**src/rtl/m_store_packer_pkg.sv**
```systemverilog
// m_store_packer_pkg: store op encodings, queued entry layout and packing helpers
package m_store_packer_pkg;

    typedef enum logic [1:0] {
        STORE_W   = 2'b00,
        STORE_H   = 2'b01,
        STORE_B   = 2'b10,
        STORE_RSV = 2'b11
    } store_op_e;

    typedef struct packed {
        logic [29:0] waddr;
        logic [31:0] wdata;
        logic [3:0]  be;
    } store_entry_t;

    function automatic logic store_ok(store_op_e op, logic [1:0] a);
        return (op == STORE_W) ? (a == 2'b00) : (op == STORE_H) ? !a[0] : (op == STORE_B);
    endfunction

    function automatic store_entry_t pack_store(store_op_e op, logic [31:0] addr, logic [31:0] data);
        store_entry_t e;
        e.waddr = addr[31:2];
        e.be    = (op == STORE_W) ? 4'hf : (op == STORE_H) ? (addr[1] ? 4'hc : 4'h3) : 4'b0001 << addr[1:0];
        e.wdata = (op == STORE_W) ? data : (op == STORE_H) ? {2{data[15:0]}} : {4{data[7:0]}};
        return e;
    endfunction

endpackage

```
**src/rtl/m_store_packer_if.sv**
```systemverilog
// m_store_packer_if: request, memory-write and error signals of the store packer
interface m_store_packer_if #(parameter int DEPTH = 2);
    logic                     flush;
    logic                     in_valid;
    logic                     in_ready;
    logic [1:0]               in_op;
    logic [31:0]              in_addr;
    logic [31:0]              in_data;
    logic                     mem_valid;
    logic                     mem_ready;
    logic [31:0]              mem_addr;
    logic [31:0]              mem_wdata;
    logic [3:0]               mem_be;
    logic                     err_valid;
    logic [31:0]              err_addr;
    logic [$clog2(DEPTH):0]   count;

    modport slave (
        input  flush, in_valid, in_op, in_addr, in_data, mem_ready,
        output in_ready, mem_valid, mem_addr, mem_wdata, mem_be, err_valid, err_addr, count
    );

    modport master (
        output flush, in_valid, in_op, in_addr, in_data, mem_ready,
        input  in_ready, mem_valid, mem_addr, mem_wdata, mem_be, err_valid, err_addr, count
    );
endinterface

```
**src/rtl/m_store_fifo.sv**
```systemverilog
// m_store_fifo: in-order queue of packed stores with flush; head output is zero when empty
module m_store_fifo
    import m_store_packer_pkg::*;
#(
    parameter int DEPTH = 2
) (
    input  logic                   clk,
    input  logic                   reset_n,
    input  logic                   flush,
    input  logic                   push,
    input  logic                   pop,
    input  store_entry_t           din,
    output store_entry_t           dout,
    output logic [$clog2(DEPTH):0] count
);
    localparam int AW = $clog2(DEPTH);

    store_entry_t   mem [DEPTH];
    logic [AW-1:0]  wr_ptr;
    logic [AW-1:0]  rd_ptr;

    // storage needs no reset: the head is masked to zero whenever the queue is empty
    always_ff @(posedge clk) begin
        if (push) mem[wr_ptr] <= din;
    end

    // pointers wrap naturally at the power-of-two depth; flush empties the queue
    always_ff @(posedge clk or negedge reset_n) begin
        if (!reset_n) begin
            wr_ptr <= '0;
            rd_ptr <= '0;
            count  <= '0;
        end else if (flush) begin
            wr_ptr <= '0;
            rd_ptr <= '0;
            count  <= '0;
        end else begin
            if (push) wr_ptr <= wr_ptr + 1'b1;
            if (pop)  rd_ptr <= rd_ptr + 1'b1;
            count <= count + {{AW{1'b0}}, push} - {{AW{1'b0}}, pop};
        end
    end

    assign dout = (count != '0) ? mem[rd_ptr] : '0;
endmodule

```
**src/rtl/m_store_packer.sv**
```systemverilog
// m_store_packer: narrows SW/SH/SB stores to byte lanes, rejects misaligned/reserved ops, queues toward memory
module m_store_packer
    import m_store_packer_pkg::*;
#(
    parameter int DEPTH = 2
) (
    input  logic             clk,
    input  logic             reset_n,
    m_store_packer_if.slave  bus
);
    localparam int CW = $clog2(DEPTH) + 1;
    localparam logic [CW-1:0] FULL = CW'(DEPTH);

    store_entry_t entry;
    store_entry_t head;
    logic         ok;
    logic         accept;
    logic         push;
    logic         pop;

    // lane packing and alignment check of the incoming request
    always_comb begin
        entry = pack_store(store_op_e'(bus.in_op), bus.in_addr, bus.in_data);
        ok    = store_ok(store_op_e'(bus.in_op), bus.in_addr[1:0]);
    end

    assign bus.in_ready  = !bus.flush && (bus.count < FULL || (bus.mem_valid && bus.mem_ready));
    assign accept        = bus.in_valid && bus.in_ready;
    assign push          = accept && ok;
    assign pop           = bus.mem_valid && bus.mem_ready && !bus.flush;
    assign bus.mem_valid = bus.count != '0;
    assign bus.mem_addr  = {head.waddr, 2'b00};
    assign bus.mem_wdata = head.wdata;
    assign bus.mem_be    = head.be;

    // rejected requests still handshake; they raise a one-cycle pulse and record their address
    always_ff @(posedge clk or negedge reset_n) begin
        if (!reset_n) begin
            bus.err_valid <= 1'b0;
            bus.err_addr  <= '0;
        end else begin
            bus.err_valid <= accept && !ok;
            if (accept && !ok) bus.err_addr <= bus.in_addr;
        end
    end

    m_store_fifo #(.DEPTH(DEPTH)) u_fifo (
        .clk     (clk),
        .reset_n (reset_n),
        .flush   (bus.flush),
        .push    (push),
        .pop     (pop),
        .din     (entry),
        .dout    (head),
        .count   (bus.count)
    );
endmodule

```
**src/flat_wrapper.sv**
```systemverilog
// flat-port wrapper written by rule: the top's interface ports become plain ports
module m_store_packer_flat import m_store_packer_pkg::*;
#(
    parameter int DEPTH = 2
)
  (clk, reset_n, bus_flush, bus_in_valid, bus_in_op, bus_in_addr, bus_in_data, bus_mem_ready, bus_in_ready, bus_mem_valid, bus_mem_addr, bus_mem_wdata, bus_mem_be, bus_err_valid, bus_err_addr, bus_count);
  m_store_packer_if #(.DEPTH(DEPTH)) bus_i ();
  input  logic clk;
  input  logic reset_n;
  input wire logic [$bits(bus_i.flush)-1:0] bus_flush;
  input wire logic [$bits(bus_i.in_valid)-1:0] bus_in_valid;
  input wire logic [$bits(bus_i.in_op)-1:0] bus_in_op;
  input wire logic [$bits(bus_i.in_addr)-1:0] bus_in_addr;
  input wire logic [$bits(bus_i.in_data)-1:0] bus_in_data;
  input wire logic [$bits(bus_i.mem_ready)-1:0] bus_mem_ready;
  output wire logic [$bits(bus_i.in_ready)-1:0] bus_in_ready;
  output wire logic [$bits(bus_i.mem_valid)-1:0] bus_mem_valid;
  output wire logic [$bits(bus_i.mem_addr)-1:0] bus_mem_addr;
  output wire logic [$bits(bus_i.mem_wdata)-1:0] bus_mem_wdata;
  output wire logic [$bits(bus_i.mem_be)-1:0] bus_mem_be;
  output wire logic [$bits(bus_i.err_valid)-1:0] bus_err_valid;
  output wire logic [$bits(bus_i.err_addr)-1:0] bus_err_addr;
  output wire logic [$bits(bus_i.count)-1:0] bus_count;
  assign bus_i.flush = bus_flush;
  assign bus_i.in_valid = bus_in_valid;
  assign bus_i.in_op = bus_in_op;
  assign bus_i.in_addr = bus_in_addr;
  assign bus_i.in_data = bus_in_data;
  assign bus_i.mem_ready = bus_mem_ready;
  assign bus_in_ready = bus_i.in_ready;
  assign bus_mem_valid = bus_i.mem_valid;
  assign bus_mem_addr = bus_i.mem_addr;
  assign bus_mem_wdata = bus_i.mem_wdata;
  assign bus_mem_be = bus_i.mem_be;
  assign bus_err_valid = bus_i.err_valid;
  assign bus_err_addr = bus_i.err_addr;
  assign bus_count = bus_i.count;
  m_store_packer #(.DEPTH(DEPTH)) u_core (.clk(clk), .reset_n(reset_n), .bus(bus_i));
endmodule
```
**config.mk**
```make
export PLATFORM = sky130hd
export DESIGN_NAME = m_store_packer_flat
export DESIGN_NICKNAME = d
export VERILOG_FILES = /design/src/rtl/m_store_packer_pkg.sv /design/src/rtl/m_store_packer_if.sv /design/src/rtl/m_store_fifo.sv /design/src/rtl/m_store_packer.sv /design/src/flat_wrapper.sv
export SDC_FILE = /design/constraint.sdc
export NUM_CORES = 1
export LEC_CHECK = 0
export ABC_AREA = 1
export CORE_UTILIZATION = 49
export CTS_CLUSTER_SIZE = 8
export DETAILED_ROUTE_END_ITERATION = 8
export PLACE_DENSITY = 0.8
export REMOVE_ABC_BUFFERS = 1
export SETUP_SLACK_MARGIN = 0.02
export SYNTH_ARGS = -nofsm -noshare
export SYNTH_HDL_FRONTEND = slang
export SYNTH_SLANG_ARGS = --single-unit
```
**constraint.sdc**
```tcl
create_clock -name clk -period 5.2 [get_ports clk]
set_input_delay 0.78 -clock clk [delete_from_list [all_inputs] [get_ports clk]]
set_output_delay 0.78 -clock clk [all_outputs]
set_load 0.03 [all_outputs]
```
==> results of run 1 <==
==> per-layer routing <==
| layer | vias to the layer above | wire length, µm | track usage (%) | part of all wire [%] |
|---|---|---|---|---|
| met4 | 0 | 99 | 6.48 | 0.58 |
| met1 | 2509 | 7170 | 31.7 | 42 |
| met3 | 13 | 1630 | 6.09 | 9.6 |
| li1 | 2403 | - | - | - |
| met5 | - | 0 | 0 | 0 |
| met2 | 327 | 8130 | 39.5 | 48 |
==> sequential cells by signal, summed over array words and instances, names as in the netlist <==
name	flops
u_core.u_fifo.wr_ptr	1
u_core.u_fifo.count	2
u_core.bus.err_addr	32
u_core.u_fifo.mem	132
u_core.bus.err_valid	1
u_core.u_fifo.rd_ptr	1
==> logic make-up after synthesis <==
logic type	after synthesis
compound gates	88
xor+xnor	2
fa+ha+maj	1
buf+inv	62
simple gates	294
other cells	1
flops	169
==> worst register-to-register path, delay by kind of cell (launching register included) <==
| family | cells | cell delay, ps |
|---|---|---|
| adder cells (fa/ha/maj) | 1 | 190 |
| flip-flops | 1 | 440 |
| buffers and inverters | 2 | 530 |
| XOR/XNOR | 1 | 220 |
| AND/OR/NAND/NOR | 8 | 1430 |
==> where the power goes <==
group	leakage (nW)	internal, mW	switching (mW)	total [mW]
Combinational	1.69	0.359	0.606	0.965
Clock	0.277	0.688	0.522	1.21
Sequential	1.66	1.55	0.0565	1.60
Total	3.63	2.59	1.18	3.78
==> placed cells by master (no fill, tap or decap), drive strengths merged <==
cell,Yosys,routed
nand2,250,250
clkdlybuf4s50,0,172
edfxtp,132,132
a21oi,66,66
dfrtp,37,37
nand3,34,34
inv,26,28
clkbuf,9,19
o21ai,14,14
nor2,10,10
o211ai,8,8
clkinv,0,8
buf,27,7
conb,1,2
clkinvlp,0,2
xnor2,1,1
xor2,1,1
ha,1,1
bufinv,0,1
==> final cells by class <==
class | instances | area, µm² | area share [%]
Timing Repair Buffer | 179 | 1770 | 18.9
Multi-Input combinational cell | 387 | 1790 | 19.1
Tap cell | 180 | 225 | 2.41
Inverter | 26 | 103 | 1.10
Sequential cell | 169 | 4890 | 52.3
Clock inverter | 13 | 120 | 1.28
Clock buffer | 19 | 453 | 4.84
==> worst max-delay path by stage <==
stage                                 startpoint                  endpoint  slack (ps)  depth (start not counted)
final                     u_core.u_fifo.count[1]          bus_mem_addr[17]        1570                          4
after global routing        u_core.u_fifo.rd_ptr          bus_mem_addr[12]        1400                          4
after CTS                 u_core.u_fifo.count[1]          bus_mem_addr[25]        1540                          4
after detailed placement               bus_flush  u_core.u_fifo.mem[0][52]        1870                          7
after global placement             bus_mem_ready  u_core.u_fifo.mem[0][22]        1940                          8
after floorplan                    bus_mem_ready   u_core.u_fifo.mem[1][0]         470                          6
==> per-stage QoR <==
| step | hold slack, ps | area, µm² | setup WS [ps] | util (%) |
|---|---|---|---|---|
| 6_report | 483 | 9350 | 1570 | 67.1 |
| 5_1_grt | 503 | 9350 | 1400 | 67.1 |
| 4_1_cts | 489 | 9350 | 1540 | 67.1 |
| 3_5_place_dp | 466 | 8780 | 1870 | 63.0 |
| 3_3_place_gp | 466 | 8780 | 1940 | 63.0 |
| 2_1_floorplan | 471 | 6770 | 474 | - |
==> results.yml, run 1 <==
critical_path:
  end_kind: "primary output"
  crit_buf_inv: 2
  crit_family: "buffers and inverters"
  rrSetupSlack_ps: 2260
  slowest_stage: "nor2_4"
  setup.worst_path.class: "reg -> out"
  reg2reg_depth: 12
  rr_endpoint: "u_core.u_fifo.count[1]"
  start_kind: "register"
  crit_fanout: 45
  required_ps: 4420
  path_cells: "nor2_4 -> buf_4 -> a21oi_1 -> clkdlybuf4s50_1"
  r2r_start: "u_core.u_fifo.count[1]"
  slowest_delay_ps: 810
  cp.arrival_ps: 2850
finish:
  syn2layout_area_growth_pct: 33.4
  layoutNonFillerInstCount: 973
  fin_nets: 852
  drive_above_1_share_pct: 10.3
  n_antenna_cell: 0
  n_fill_cell: 1020
yosys:
  yosysTopAreaCellShare_pct: 56.5
  synthCells: 617
  synth_compound_area_share_pct: 6.57
  avgSynthCellArea_um2: 11.4
  yosys_register_bits: 169
  synthAdderAreaFrac_pct: 0.178
  async_reset_ff_share_pct: 21.9
  synth_edf_count: 132
  yosys_warnings: 0
  synth_top_area_cell: "edfxtp_1"
  synth_top_family_by_area: "simple AND/OR/NAND/NOR gates"
  synthTopCellsByArea: "edfxtp_1 57%, dfrtp_1 13%, nand2_1 12%, a21oi_1 4.7%, nand2_2 2.9%"
  synth-seq-area-share_pct: 69.7
  mappedNetlistArea_um2: 7010
  synth.most_common_cell: "nand2_1"
  synth_common_cells: "216 x nand2_1, 132 x edfxtp_1, 66 x a21oi_1, 37 x dfrtp_1, 34 x nand3_1"
  synth_mux_area_share_pct: 0
  synth-simple-area-share_pct: 18.2
  synth_xor_area_share_pct: 0.250
  synthFlopType: "edfxtp_1"
  yosysUniqueCellTypes: 26
drt:
  wirelength_um: 17000
  vias_per_cell: 5.40
  vias: 5252
  drt_first_pass_iters: 5
  route.detailed.drc: 0
  drtIter0Drc: 502
  wl_per_cell_um: 17.5
  ant_nets: 0
hold_path:
  hold_start: "u_core.bus.err_addr[12]"
  holdPathStages: 2
  whs_endpoint: "u_core.bus.err_addr[12]"
  hp-class: "reg -> reg"
pwr:
  powerDensity_nw_per_um2: 404
  peakVddDrop_mv: 0.205
  leakage_nw: 3.63
  power.total_mw: 3.78
timing:
  max_slew_margin_pct: 18.8
  fmax_mhz: 275
  setup_viol: 0
  fin_crit_sh_pct: 69.8
  rsz0062_at_grt: "false"
  worstMarginPinSlew_ps: 1220
  skew_ps: 8.57
  slew_viol_final: 0
  fin_setup_tns_ps: 0
  period_minus_slack_ps: 3630
  hold_viol: 0
clock_tree:
  htreeDepth: 4
  post_cts_buffers: 0
  worstSkewPairLatency_ps: 420
  hold_buffers: 0
  ctsRootBufferMaster: "clkbuf_16"
  clock-sinks: 169
  numCtsBuffers: 17
  clk_path_buf_depth: 2
  cts_resized: 0
  clk_pin_slew_worst_paths_ps: 70
  cts_tree: "done"
global_route:
  antenna_found_initial: 0
  grt_use_total_pct: 24.0
  grt_max_degree: 68
  grt_overflow_total: 0
  grt_pass1_wl_um: 26400
  grt_pass1_vias: 5224
outcome:
  status: "complete, no violations"
floorplanning:
  rows: 43
  io-pin-count: 176
  dieArea_um2: 14800
  coreArea_um2: 13900
  dieHeight_um: 122
  die_w_um: 122
  initial_core_util_pct: 50.3
placement:
  place_inst: 941
  port_buffers: 173
  post-dp-hpwl_um: 10600
  place.gp.congestion: 0.861
job:
  max_cap_violations: 0
(Power assumes the default switching activity.)
==> inputs of run 2 (changes only) <==
- clock period: 5.2 -> 3.4 ns (I/O delays scaled with it)
==> run 2 against run 1 <==
- first-iteration DRC count decreased by 17%
- clock power increased by 65%
- non-clock buffer count rose by 4
- sequential cell count unchanged
- clock skew fell by 2.2 ps
- die area unchanged
- global-route usage down 0.16 points
- final cell count is 0.41% higher
- register-to-register slack got worse by 1200 ps
- sequential share of layout area down 0.49 points
- critical path depth rose by 1
- sequential power grew 54%
- critical path type unchanged
- highest routed layer unchanged
==> results.yml, run 2 (synthesized netlist as in run 1, its figures left out) <==
timing:
  fin_setup_tns_ps: 0
  max_slew_margin_pct: 38.1
  worstMarginPinSlew_ps: 928
  fin_crit_sh_pct: 94.4
  fmax_mhz: 311
  hold_slack_ps: 218
  setup_viol: 0
  skew_ps: 6.36
  slew_viol_final: 0
  setup_ws_ps: 189
  rsz0062_at_grt: "false"
  period_minus_slack_ps: 3210
  hold_viol: 0
critical_path:
  end_kind: "primary output"
  slowest_stage: "clkdlybuf4s50_1"
  path_cells: "inv_2 -> buf_4 -> nand2_1 -> a21oi_1 -> clkdlybuf4s50_1"
  cp-startpoint: "u_core.u_fifo.rd_ptr"
  cp.arrival_ps: 2700
  rr_endpoint: "u_core.u_fifo.count[1]"
  start_kind: "register"
  slowest_delay_ps: 710
  setup.worst_path.class: "reg -> out"
  rrSetupSlack_ps: 1060
  reg2reg_depth: 12
  required_ps: 2890
  crit_fanout: 45
  r2r_start: "u_core.u_fifo.count[1]"
clock_tree:
  numCtsBuffers: 17
  cts_tree: "done"
  clk_pin_slew_worst_paths_ps: 70
  htreeDepth: 4
  clk_path_buf_depth: 2
  clock-sinks: 169
  worstSkewPairLatency_ps: 430
  ctsRootBufferMaster: "clkbuf_16"
  post_cts_buffers: 0
finish:
  n_fill_cell: 1013
  stdcell_area_um2: 9440
  drive_above_1_share_pct: 10.3
  post-route-util_pct: 67.8
  final_cell_mix: "216 x nand2_1, 172 x clkdlybuf4s50_1, 132 x edfxtp_1, 66 x a21oi_1, 36 x dfrtp_1"
  top_register: "u_core.u_fifo.mem"
  reg_top3: "u_core.u_fifo.mem: 132 flops, u_core.bus.err_addr: 32 flops, u_core.u_fifo.count: 2 flops"
  syn2layout_area_growth_pct: 34.7
  n_antenna_cell: 0
  final_common_cell: "nand2_1"
  largest_reg_flops: 132
  fin_nets: 856
  layoutNonFillerInstCount: 977
pwr:
  power.total_mw: 5.94
  leakage_nw: 3.68
  peakVddDrop_mv: 0.383
  powerDensity_nw_per_um2: 629
floorplanning:
  io-pin-count: 176
  dieHeight_um: 122
  initial_core_util_pct: 50.3
  dieArea_um2: 14800
  die_w_um: 122
  coreArea_um2: 13900
  rows: 43
placement:
  placed_cell_area_um2: 8830
  port_buffers: 173
  post-dp-hpwl_um: 10600
  place.gp.congestion: 0.814
  place_inst: 945
  pre_cts_ws_ps: 594
drt:
  wirelength_um: 17000
  route.detailed.drc: 0
  wl_per_cell_um: 17.4
  vias_per_cell: 5.21
  vias: 5091
  drtIter0Drc: 415
  ant_nets: 0
  drt_first_pass_iters: 5
global_route:
  grt_overflow_total: 0
  grt_use_total_pct: 23.8
  antenna_found_initial: 0
  grt_max_degree: 67
  grt_pass1_wl_um: 26000
  grt_pass1_vias: 4967
outcome:
  status: "complete, no violations"
hold_path:
  hp-class: "in -> async"
job:
  max_cap_violations: 0
==> run 2: changes by cell type in the layout (fill, tap and decap cells not counted), sizes merged <==
cell,previous run,this run
buf,7,11
bufinv,1,4
clkinv,8,6
clkinvlp,2,0
clkbuf,19,20
==> run 2: power by group <==
part           switching, mW  internal, mW  leakage (nW)
sequential            0.0932          2.37          1.66
combinational          0.917         0.562          1.72
clock                  0.776          1.23         0.298
==> run 2: metal layers <==
| layer | global-route usage, % | up-vias | share of wire (%) |
|---|---|---|---|
| li1 | - | 2408 | - |
| met1 | 29.3 | 2450 | 41 |
| met2 | 39.7 | 215 | 50 |
| met3 | 7.87 | 18 | 8.8 |
| met4 | 7.87 | 0 | 1.1 |
| met5 | 0 | - | 0 |
==> run 2: critical path: cells and delay by family (launching register included) <==
family          cells  cell delay [ps]
buf+inv             3             1250
simple gates        1              130
compound gates      1              230
flops               1              640
==> run 2: how the worst max path moves through the flow <==
stage	end	slack, ps
3_5_place_dp	bus_mem_wdata[11]	590
5_1_grt	bus_mem_wdata[14]	60
2_1_floorplan	u_core.u_fifo.mem[1][0]	-1090
6_report	bus_mem_wdata[14]	190
3_3_place_gp	bus_mem_wdata[20]	630
4_1_cts	bus_mem_wdata[14]	130
==> run 2: layout make-up <==
cell class	count	area (µm²)	area share, %
flip-flops and latches	169	4890	51.8
repair buffers	183	1830	19.3
multi-input cells	387	1790	18.9
clock buffers	20	437	4.62
well taps	180	225	2.38
clock inverters	12	173	1.83
inverters	26	103	1.09
==> run 2: repair_timing <==
item | 4_1_cts | 5_1_grt
gates resized for setup | 0 | 1
endpoints found under the setup margin | 0 | 7
hold buffers | 0 | 0
==> inputs of run 3 (changes only) <==
- REMOVE_ABC_BUFFERS: 1 -> default
- SETUP_SLACK_MARGIN: 0.02 -> 0.3
==> run 3 against run 2 <==
- clock skew grew 1.5 ps
- worst setup slack better by 310 ps
- critical path type unchanged
- clock power shrank 11%
- die area unchanged
- critical endpoint is now bus_mem_addr[31]
==> results.yml, run 3 (synthesized netlist as in run 1, its figures left out) <==
outcome:
  status: "complete, no violations"
timing:
  hold_slack_ps: 220
  rsz0062_at_grt: "false"
  fin_crit_sh_pct: 85.4
  fin_setup_tns_ps: 0
  max_slew_margin_pct: 38.9
  setup_viol: 0
  slew_viol_final: 0
  fmax_mhz: 344
  skew_ps: 7.84
  period_minus_slack_ps: 2900
  worstMarginPinSlew_ps: 916
  hold_viol: 0
  setup_ws_ps: 496
placement:
  port_buffers: 173
  post-dp-hpwl_um: 11400
  pre_cts_ws_ps: 829
  place.gp.congestion: 0.813
  place_inst: 947
drt:
  wirelength_um: 17100
  route.detailed.drc: 0
  wl_per_cell_um: 17.5
  drtIter0Drc: 431
  vias_per_cell: 5.24
  ant_nets: 0
  vias: 5131
  drt_first_pass_iters: 5
finish:
  top_register: "u_core.u_fifo.mem"
  final_cell_mix: "216 x nand2_1, 172 x clkdlybuf4s50_1, 132 x edfxtp_1, 66 x a21oi_1, 36 x dfrtp_1"
  n_antenna_cell: 0
  fin_nets: 858
  final_common_cell: "nand2_1"
  layoutNonFillerInstCount: 979
  largest_reg_flops: 132
  syn2layout_area_growth_pct: 33.9
  reg_top3: "u_core.u_fifo.mem: 132 flops, u_core.bus.err_addr: 32 flops, u_core.u_fifo.count: 2 flops"
  drive_above_1_share_pct: 10.9
critical_path:
  crit_buf_inv: 3
  reg2reg_depth: 6
  end_kind: "primary output"
  setup.worst_path.class: "reg -> out"
  cp.arrival_ps: 2390
  slowest_stage: "clkdlybuf4s50_1"
  slowest_delay_ps: 710
  cp-startpoint: "u_core.u_fifo.rd_ptr"
  required_ps: 2890
  crit_fanout: 18
  crit_family: "buffers and inverters"
  path_cells: "inv_2 -> buf_4 -> nand2_1 -> a21oi_1 -> clkdlybuf4s50_1"
  start_kind: "register"
  crit_cells: 5
  rrSetupSlack_ps: 1400
  r2r_start: "u_core.u_fifo.count[1]"
clock_tree:
  numCtsBuffers: 17
  htreeDepth: 4
  cts_resized: 0
  clock-sinks: 169
  ctsRootBufferMaster: "clkbuf_16"
  worstSkewPairLatency_ps: 420
  clk_path_buf_depth: 2
  clk_pin_slew_worst_paths_ps: 60
  cts_tree: "done"
  post_cts_buffers: 0
  hold_buffers: 0
global_route:
  antenna_found_initial: 0
  grt_pass1_vias: 5182
  grt_use_total_pct: 24.1
  met2_usage_pct: 40.2
  grt_max_degree: 43
  grt_overflow_total: 0
  grt.met1_usage_pct: 29.0
  grt_pass1_wl_um: 26200
  grt.busiest_layer: "met2"
  use_met3_pct: 6.27
job:
  max_cap_violations: 0
pwr:
  leakage_nw: 3.64
  power.total_mw: 5.73
  powerDensity_nw_per_um2: 611
  peakVddDrop_mv: 0.509
hold_path:
  hp-class: "in -> async"
floorplanning:
  coreArea_um2: 13900
  die_w_um: 122
  io-pin-count: 176
  dieArea_um2: 14800
  dieHeight_um: 122
  initial_core_util_pct: 50.3
  rows: 43
[run 3: worst reg2reg max path, delay by kind of cell (launching register included)]
family / cells / cell delay, ps
AND/OR/NAND/NOR: 5 / 720
flip-flops: 1 / 450
buffers and inverters: 1 / 430
[run 3: where the power goes]
part / internal [mW] / switching, mW
Combinational: 0.560 / 0.940
Sequential: 2.37 / 0.0782
Clock: 1.00 / 0.785
Total: 3.93 / 1.80
[run 3: metal layers]
layer | part of all wire [%] | vias up | wire [µm]
li1 | - | 2414 | -
met1 | 39 | 2480 | 6610
met2 | 51 | 189 | 8710
met3 | 6.9 | 48 | 1170
met4 | 3.6 | 0 | 612
met5 | 0 | - | 0
[run 3: area by class of cell]
| class | instances | area, µm² |
|---|---|---|
| inverter | 26 | 103 |
| sequential | 169 | 4890 |
| timing repair buffer | 185 | 1830 |
| clock buffer | 17 | 425 |
| tap | 180 | 225 |
| fill | 993 | 4550 |
| clock inverter | 15 | 128 |
| multi-input combinational | 387 | 1790 |
[run 3: per-stage QoR]
stage	instance area, µm²	util, %
after floorplan	7020	-
after global placement	8830	63.4
after detailed placement	8830	63.4
after CTS	9390	67.4
after global routing	9390	67.4
final	9390	67.4
[run 3: final timing paths]
check,to
worst max-delay path,bus_mem_addr[31]
worst min-delay path,u_core.bus.err_addr[2]
worst max register to register,u_core.u_fifo.mem[1][3]
worst min register to register,u_core.bus.err_addr[16]
max in group asynchronous,u_core.u_fifo.rd_ptr
min in group clk,u_core.bus.err_addr[16]
==> RTL change, RTL diff (config.mk and constraints of run 2) <==
Make the reset (`reset_n`) synchronous in 2 clocked blocks.
--- a/src/rtl/m_store_fifo.sv
+++ b/src/rtl/m_store_fifo.sv
@@ -26,5 +26,5 @@
 
     // pointers wrap naturally at the power-of-two depth; flush empties the queue
-    always_ff @(posedge clk or negedge reset_n) begin
+    always_ff @(posedge clk) begin
         if (!reset_n) begin
             wr_ptr <= '0;
--- a/src/rtl/m_store_packer.sv
+++ b/src/rtl/m_store_packer.sv
@@ -35,5 +35,5 @@
 
     // rejected requests still handshake; they raise a one-cycle pulse and record their address
-    always_ff @(posedge clk or negedge reset_n) begin
+    always_ff @(posedge clk) begin
         if (!reset_n) begin
             bus.err_valid <= 1'b0;
Check against the original RTL: differs if reset_n is asserted again (counterexample within 4 cycles, from zero or initial values and one cycle with reset_n low); with reset_n held inactive, the same outputs for 4 cycles.
==> RTL change against run 2 <==
Global-route usage is 0.059 points lower. Sequential cell count is 1 higher. Maximum frequency grew 7.1%. Setup slack improved by 0.21 ns. Routed wire length is 2.8% lower. Final area down 2.2%. Synthesized area down 3.7%. Count of clock-buffer cells in the layout shrank 1. Non-clock buffer count rose by 1. Worst hold slack gained 0.24 ns. Utilization increased by 1.4 points. Critical endpoint is now bus_mem_wdata[4].
Power is not compared: it rests on default switching activity, and its combinational part moved more than twofold at a synthesized area within 25%.
==> RTL change: results (changes against run 2) <==
status=completed; Synth area leaders=edfxtp_1 (59%), dfxtp_1 (11%), nand2_1 (10%); Worst Skew=0.00514 ns (-0.00122 ns); Via density=5.25 (+0.72%); clk root buf=clkbuf_16; Placed Cells=947 (+0.21%); relative slew slack=48.4% (+10 points); Critical Path AT=2.49 ns (-0.21 ns); synthesized-area fraction occupied by adder cells=0.185% (+0.0068 points); Total Wirelength=16500 um (-2.8%); share of cells above drive strength 1=7.23% (-3.1 points); largest net degree at the start of global routing=69 (+3.0%); DP Area=8610 sq um (-2.6%); crit-path max cell delay=0.73 ns (+0.02 ns); Wirelength per Cell=16.9 um (-2.9%); number of global-route vias before repair=5093 (+2.5%); DRT iter0 DRCs=435 (+4.8%); clock buffer depth=2 (unchanged); Critical Path Source Type=register; worst hold path class=reg -> reg; Post-synth EDFFs=132 (unchanged); xor/xnor share of the synthesized area=0.259% (+0.0095 points); compound-cell area share of the yosys netlist=9.34% (+2.8 points); reg2reg setup slack=1.21 ns (+0.15 ns); most instantiated cells after synthesis=nand2_1 (183), edfxtp_1 (132), a21oi_1 (69), nor2_1 (65), o21ai_0 (44); Max FO, Critical Path=39 (-13%); syn_area_per_cell=10.9 sq um (-4.4%); Overall Global Routing Usage=23.8% (-0.059 points); worst setup path end=bus_mem_wdata[4]; Worst R2R End=u_core.u_fifo.count[1]$_SDFF_PP0_; first-pass GRT wire length=25600 um (-1.5%); RD Place Congestion=0.781 (-4.0%); Layout Nets=862 (+0.70%); register area share after synthesis=69.9% (+0.20 points); fraction of registers with async set/reset=0% (-22 points)
==> RTL change: changes by cell type after synthesis, moves of 4 or more <==
cell,before,now
o21ai_0,14,44
nor2_1,7,65
buf_4,9,2
buf_6,2,6
nand2_1,216,183
dfxtp_1,0,38
nor2_2,1,9
nand3_1,34,1
nand2_2,32,1
dfrtp_1,37,0
==> RTL change: logic make-up after synthesis <==
group | Yosys count
xor+xnor | 2
flops | 170
simple gates | 263
compound gates | 122
buf+inv | 63
other cells | 1
fa+ha+maj | 1
==> RTL change: layout make-up <==
class                      instances  area, sq um
tap                              176          220
clock buffer                      19          433
sequential                       170         4730
timing repair buffer             184         1830
inverter                          27          106
multi-input combinational        390         1730
fill                             959         4110
clock inverter                    12          196
==> RTL change: metrics by stage <==
step | setup TNS (ns) | hold WS [ns] | util, % | total power (uW) | setup slack (ns)
6_report | 0 | 0.455 | 69.2 | 4820 | 0.401
3_5_place_dp | 0 | 0.441 | 64.5 | 2800 | 0.868
3_3_place_gp | 0 | 0.432 | 64.5 | 2780 | 0.900
2_1_floorplan | -131.15 | 0.425 | - | 2560 | -0.849
5_1_grt | 0 | 0.491 | 69.2 | 4950 | 0.270
4_1_cts | 0 | 0.449 | 69.2 | 4830 | 0.407
==> RTL change: power breakdown <==
part	switching [uW]	leakage [uW]	internal, uW
sequential	20.5	0.00151	2300
clock	764	0.000303	1300
combinational	254	0.00156	183
==> RTL change: layer usage <==
metal / track usage, % / routed length, um / up-vias / part of all wire [%]
met5: 0 / 0 / - / 0
met2: 39.2 / 7910 / 248 / 48
met4: 9.30 / 226 / 0 / 1.4
met1: 28.5 / 6680 / 2441 / 40
li1: - / - / 2424 / -
met3: 8.52 / 1690 / 20 / 10
